### config.mk
export PLATFORM = sky130hd
export DESIGN_NAME = dphy_32b_demap
export DESIGN_NICKNAME = d
export VERILOG_FILES = /design/src/rtl/dphy_32b_demap.sv
export SDC_FILE = /design/constraint.sdc
export NUM_CORES = 1
export LEC_CHECK = 0
export ABC_AREA = 1
export BUFFER_PORTS_ARGS = -buffer_cell sky130_fd_sc_hd__buf_2
export CELL_PAD_IN_SITES_DETAIL_PLACEMENT = 0
export CELL_PAD_IN_SITES_GLOBAL_PLACEMENT = 2
export CORE_MARGIN = 5
export CORE_UTILIZATION = 29
export CTS_CLUSTER_DIAMETER = 100
export DETAILED_ROUTE_END_ITERATION = 8
export PLACE_DENSITY_LB_ADDON = 0.2
export SYNTH_ARGS = -nofsm -noshare
export SYNTH_HDL_FRONTEND = slang
export SYNTH_SLANG_ARGS = --single-unit
### constraint.sdc
create_clock -name byte_clk_i -period 3.6 [get_ports byte_clk_i]
set_input_delay 0.54 -clock byte_clk_i [delete_from_list [all_inputs] [get_ports byte_clk_i]]
set_output_delay 0.54 -clock byte_clk_i [all_outputs]
set_load 0.02 [all_outputs]
### src/rtl/dphy_32b_demap.sv
// rtl/dphy_32b_demap.sv - 32-bit packet word to D-PHY lane byte demapper
//
// Purpose: accepts 32-bit packet words (byte [7:0] earliest) and spreads the
// byte stream across DATA_LANES byte lanes, stream byte k going to lane
// (k mod DATA_LANES). An 8-byte in-order buffer decouples the input word rate
// from the output beat rate.
//
// Ports:
//   byte_clk_i    - byte clock, the only clock
//   rst_n_i       - asynchronous active-low reset
//   word_data_i   - input packet word, bits [7:0] are the earliest byte
//   valid_i       - word_data_i valid
//   ready_o       - block can accept a word this cycle
//   last_i        - current word is the final word of the packet
//   last_bytes_i  - valid bytes in the last word (0 means 4)
//   lane_data_o   - lane i byte on bits [8*i+7:8*i]
//   lane_valid_o  - per-lane byte valid
//   eop_o         - current beat is the final beat of the packet
//   ready_i       - downstream accepts the current beat

module dphy_32b_demap #(
  parameter int DATA_LANES = 4
) (
  input  logic                      byte_clk_i,
  input  logic                      rst_n_i,
  input  logic [31:0]               word_data_i,
  input  logic                      valid_i,
  output logic                      ready_o,
  input  logic                      last_i,
  input  logic [1:0]                last_bytes_i,
  output logic [DATA_LANES*8-1:0]   lane_data_o,
  output logic [DATA_LANES-1:0]     lane_valid_o,
  output logic                      eop_o,
  input  logic                      ready_i
);

  typedef enum logic [1:0] {
    IDLE  = 2'd0,
    DATA  = 2'd1,
    FLUSH = 2'd2
  } state_t;

  localparam bit         SUPPORTED = (DATA_LANES >= 1) && (DATA_LANES <= 4);
  localparam logic [3:0] LANES     = 4'(DATA_LANES);

  state_t     state_q, state_d;
  logic [7:0] buf_q [8];
  logic [7:0] buf_d [8];
  logic [3:0] count_q, count_d;

  logic       beat;
  logic       in_xfer;
  logic       out_xfer;
  logic [3:0] nvalid;
  logic [3:0] push_n;
  logic [3:0] pop_n;
  logic [3:0] base;

  // Everything below is decoded from registered state, so the presented beat
  // cannot change while ready_i is low: in DATA a push only appends behind the
  // bytes on the lanes, and no push is possible in FLUSH.
  assign ready_o  = SUPPORTED && (state_q != FLUSH) && (count_q <= 4'd4);
  assign beat     = SUPPORTED &&
                    ((count_q >= LANES) || ((state_q == FLUSH) && (count_q != 4'd0)));
  assign nvalid   = !beat ? 4'd0 : ((count_q >= LANES) ? LANES : count_q);
  assign eop_o    = beat && (state_q == FLUSH) && (count_q <= LANES);
  assign in_xfer  = valid_i && ready_o;
  assign out_xfer = beat && ready_i;
  assign pop_n    = out_xfer ? nvalid : 4'd0;

  always_comb begin
    push_n = 4'd0;
    if (in_xfer) begin
      if (last_i && (last_bytes_i != 2'd0)) push_n = {2'b00, last_bytes_i};
      else                                  push_n = 4'd4;
    end
  end

  // Lane outputs: the oldest min(count, DATA_LANES) bytes; unused lanes zero.
  always_comb begin
    lane_data_o  = '0;
    lane_valid_o = '0;
    for (int i = 0; i < DATA_LANES; i++) begin
      if (4'(i) < nvalid) begin
        lane_valid_o[i]        = 1'b1;
        lane_data_o[i*8 +: 8]  = buf_q[3'(i)];
      end
    end
  end

  // Buffer update: shift out the popped bytes, then append the pushed bytes
  // right behind what remains. The ready_o limit of count <= 4 guarantees the
  // appended bytes always fit in the 8 entries.
  always_comb begin
    base = count_q - pop_n;
    for (int j = 0; j < 8; j++) begin
      if ((4'(j) + pop_n) < count_q) buf_d[j] = buf_q[3'(j + int'(pop_n))];
      else                           buf_d[j] = 8'h00;
    end
    for (int k = 0; k < 4; k++) begin
      if (4'(k) < push_n) buf_d[3'(base + 4'(k))] = word_data_i[k*8 +: 8];
    end
  end

  assign count_d = count_q + push_n - pop_n;

  always_comb begin
    state_d = state_q;
    case (state_q)
      IDLE:    if (in_xfer) state_d = last_i ? FLUSH : DATA;
      DATA:    if (in_xfer && last_i) state_d = FLUSH;
      FLUSH:   if (out_xfer && eop_o) state_d = IDLE;
      default: state_d = IDLE;
    endcase
  end

  always_ff @(posedge byte_clk_i or negedge rst_n_i) begin
    if (!rst_n_i) begin
      state_q <= IDLE;
      count_q <= 4'd0;
      for (int j = 0; j < 8; j++) buf_q[j] <= 8'h00;
    end else begin
      state_q <= state_d;
      count_q <= count_d;
      for (int j = 0; j < 8; j++) buf_q[j] <= buf_d[j];
    end
  end

endmodule
Yosys cells after proc, flatten, opt, wreduce, memory -nomap -nowiden

Index checks and enable logic that the tools add are counted.

Bits of input ports: 39
Logic and storage cells: 166
Register bits after elaboration: 70
Output and inout port bits: 38

Bitwise operators: 12
Add/subtract/negate cells: 20
Mux-type cells: 66
$lt $le $gt $ge: 34
Reductions and logical operators: 18
Equal/unequal tests: 6

Operators with widths:

| operator              | number |
|---|---|
| $bwmux W64            | 4 |
| $mux W64              | 4 |
| $mux W8               | 32 |
| $bmux W8 S3           | 8 |
| $demux W8 S3          | 4 |
| $ge A3 B4 Y1 const B  | 8 |
| $lt A4 B4 Y1          | 8 |
| $not A3 Y3            | 8 |
| $add A3 B4 Y4 const A | 4 |
| $ge A4 B4 Y1 const B  | 4 |
| $lt A1 B4 Y1 const A  | 4 |
| $lt A2 B4 Y1 const A  | 4 |
| $lt A4 B1 Y1 const B  | 4 |
| $mux W4               | 4 |
| $not A3 Y4            | 4 |
| $logic_and A1 B1 Y1   | 13 |
| $add A3 B3 Y3 const A | 4 |
| $add A2 B4 Y4 const A | 2 |
| $mux W2               | 4 |
| $add A2 B3 Y3 const A | 2 |
| $add A3 B2 Y3 const B | 2 |
| $ne A2 B2 Y1 const B  | 3 |
| $pmux W2 S3           | 1 |
| $add A1 B4 Y4 const A | 1 |
| 17 further kinds      | 20 |

Longest topological paths before layout

Depth in word-level cells: 19
Gate-level depth with buffers: 22
Mapped depth without buffers: 20

Worst setup path before layout

Ideal clock, no wire load.

Path kind: register -> register
Start: reg count_q[2]
End: reg buf_q[11] in the netlist's numbering
Library setup time: 0.118 ns
Setup slack: -0.148 ns
Clock period less this slack: 3.748 ns
Path buffers: 3
Required time: 3.482 ns
Arrival: 3.631 ns
Stages on the path, launching flop included: 21
Cells stage by stage: dfrtp_1 -> inv_2 -> nand2_1 -> nor2_1 -> nand3_1 -> buf_2 -> buf_2 -> inv_1 -> ha_1 -> inv_1 -> fa_1 -> inv_1 -> ha_1 -> inv_1 -> nor2_1 -> nand3_1 -> clkbuf_1 -> o21ai_1 -> inv_1 -> a21oi_1 -> nor2_1

RTL lines:

| element                  | RTL line | text |
|---|---|---|
| start: declaration       | 49       | `logic [3:0] count_q, count_d;` |
| start signal: assignment | 124      | `count_q <= count_d;` |
| end: declaration         | 47       | `logic [7:0] buf_q [8];` |

==> results.json <==
{
  "syn_to_final_growth_pct": 16.6,
  "multi_input_area_um2": 5620,
  "grt_overflow": 0,
  "crit_path_start_kind": "flip-flop",
  "cp_max_fo": 17,
  "portBuffers": 76,
  "numCtsBuffers": 9,
  "syn-cell-area_um2": 8790,
  "row_count": 63,
  "r2r_setup_slack_ns": 0.19,
  "routed_wl_mm": 48.6,
  "netlist_top_cells_area": "dfrtp_1 (20%), nand3_1 (20%), nand2_1 (13%), inv_1 (13%), o21ai_0 (10%)",
  "hold_buffers": 0,
  "grt_use_total_pct": 28.2,
  "max_freq_ghz": 0.293,
  "required_ns": 3.85,
  "finalSetupTns_ns": 0,
  "final_max_slew_viol_count": 0,
  "yosysWarnings": 0,
  "fin_worst_skew_ns": 0.00666,
  "cp_common_cell": "buf_4",
  "syn_inst": 1595,
  "slew_headroom_pct": 43.7,
  "antenna_found_initial": 0,
  "ys_seq_area_share_pct": 19.9,
  "dieHeight_um": 184,
  "die_w_um": 184,
  "grt_pass1_wl_mm": 69.8,
  "grt_max_degree": 68,
  "vdd_drop_max_mv": 0.222,
  "ys_seq_elements": 70,
  "final_hold_viol_count": 0,
  "antenna_left": 0,
  "synth_cell_types": 32,
  "detail_route.vias_per_cell": 5.28,
  "slowest_stage": "dfrtp_1",
  "initial_utilization_pct": 29.5,
  "clk_pin_slew_ns": 0.07,
  "post_drt_wl_per_cell_um": 23.4,
  "gp_congestion": 0.941,
  "rr_endpoint": "buf_q[48]",
  "numClockSinks": 70,
  "synth.largest_area_cell": "dfrtp_1",
  "vias": 10900,
  "regArea_um2": 1750,
  "worstRegToRegCells": 17,
  "drive_gt1_share_pct": 11.8,
  "path_delay_family": "buffers and inverters",
  "run_status": "finished, final reports clean",
  "die-area_um2": 33900,
  "nets": 1751,
  "io_pins": 77,
  "pwr_density_cell_nw_per_um2": 859,
  "instances_no_fill": 2072,
  "hold_slack_ns": 0.217,
  "cts_tree": "yes",
  "cts_max_path_buffers": 2,
  "worstSetupEndpointType": "flip-flop",
  "cts-root-buf": "clkbuf_16",
  "synth_top_area_share_pct": 19.9,
  "leakagePower_nw": 5.14,
  "finalSetupViolCount": 0,
  "avgSynthCellArea_um2": 5.51,
  "drc": 0,
  "dr.pass1.iters": 5,
  "hold_path_class": "input port to async pin",
  "dpl.hpwl_mm": 35.8,
  "path_buf_inv": 4,
  "path_cells": "buf_4, nor2_2, buf_4, nand3_1, nor2_2, ha_1, xor2_4, buf_4, ha_1, nand2_1, o21ai_0, a21oi_1, buf_4, nand3_1, nand2_1, nand2_1, a21oi_1",
  "core_um2": 29800,
  "fin_crit_sh_pct": 94.8,
  "fillers": 3426,
  "crit_type": "flip-flop to flip-flop",
  "reg2reg_from": "count_q[2]",
  "maxCapViolations": 0,
  "utilization_pct": 34.4,
  "arrival_ns": 3.66,
  "diodes": 0,
  "placed_cells": 2057,
  "dr.first_iter.drc_count": 1157,
  "worstMarginPinSlew_ns": 0.844,
  "rsz0062_at_grt": "no",
  "clk-insertion-delay-late_ns": 0.36,
  "cpPeakStageDelay_ns": 0.39,
  "htree_num_levels": 3,
  "layout_min_cycle_time_ns": 3.41,
  "grt_pass1_vias": 10300
}
[cell usage in the layout, fill, tap and decap left out, types with 3 or more instances in the layout]
cell type / n
dfrtp_1: 70
xor2_1: 3
nand2_2: 10
nor2_2: 5
nand3_1: 346
inv_1: 301
buf_4: 71
nor2_4: 3
nand2_1: 300
inv_2: 11
clkbuf_16: 9
o21ai_1: 18
nand4_1: 13
ha_1: 29
conb_1: 4
nor2_1: 129
buf_2: 75
o21ai_0: 178
fa_1: 3
xnor2_1: 3
a21oi_1: 78
[stage by stage]
stage               instance area, µm²  power [mW]  worst slack [ns]
floorplan                         8820        5.15            0.0201
global placement                  9900        7.56            0.0920
detailed placement                9900        7.57            0.0874
CTS                              10200        8.64            0.0765
global route                     10200        9.51            0.0214
finish                           10200        8.81             0.188
[worst reg2reg max path: cells and delay by family (launching register included)]
family | cells | cell delay [ns]
buf+inv | 4 | 1.00
simple gates | 7 | 0.77
fa+ha+maj | 2 | 0.56
compound gates | 3 | 0.42
flops | 1 | 0.39
xor+xnor | 1 | 0.17
[worst max-delay path by stage]
stage          depth (start not counted)  slack [ns]         to       start
5_1_grt                               18        0.02  buf_q[10]  state_q[0]
4_1_cts                               18        0.08  buf_q[46]  state_q[0]
3_3_place_gp                          16        0.09  buf_q[46]     ready_i
6_report                              17        0.19  buf_q[48]  count_q[2]
2_1_floorplan                         20        0.02  buf_q[11]  count_q[1]
3_5_place_dp                          16        0.09  buf_q[46]     ready_i
[power by group]
group	total, mW	leakage (nW)	internal, mW	switching [mW]
Combinational	6.44	4.09	1.99	4.46
Sequential	1.31	0.901	1.14	0.177
Clock	1.05	0.152	0.606	0.444
[what timing repair did]
action	in CTS	in global routing
buffers inserted	0	0
setup endpoints to repair	0	20
resized for setup	0	6
[cell families after synthesis]
family	share of synthesized area (%)
compound gates	15.8
buf+inv	17.0
other cells	0.0427
flops	19.9
xor+xnor	1.22
fa+ha+maj	5.18
simple gates	40.9
[Yosys cell counts]
cell type / n
a211oi_1: 1
a21oi_1: 78
and2_0: 1
and2_1: 2
buf_1: 16
buf_2: 21
buf_4: 1
clkbuf_1: 39
clkinv_1: 1
conb_1: 1
dfrtp_1: 70
fa_1: 4
ha_1: 30
inv_1: 301
inv_2: 11
nand2_1: 303
nand2_2: 7
nand3_1: 349
nand4_1: 13
nand4_2: 1
nor2_1: 131
nor2_2: 5
nor2_4: 1
nor3_1: 2
o21ai_0: 178
o21ai_1: 18
o21bai_1: 1
or2_2: 1
xnor2_1: 3
xnor2_4: 1
xor2_1: 3
xor2_4: 1
[routing by layer]
metal,vias up,GRT usage [%],part of all wire (%)
li1,5253,-,-
met1,5106,40.1,45
met2,521,41.7,41
met3,66,8.57,11
met4,0,7.25,2.5
met5,-,0,0
[state kept, by name (all words and copies together) (netlist names)]
name,flops
state_q,2
buf_q,64
count_q,4
[cell type report]
| class | instances | area share [%] |
|---|---|---|
| Multi-Input combinational cell | 1138 | 54.8 |
| Sequential cell | 70 | 17.1 |
| Inverter | 313 | 11.5 |
| Timing Repair Buffer | 146 | 8.86 |
| Tap cell | 390 | 4.76 |
| Clock buffer | 9 | 2.20 |
| Clock inverter | 6 | 0.842 |
(Power assumes the default switching activity.)
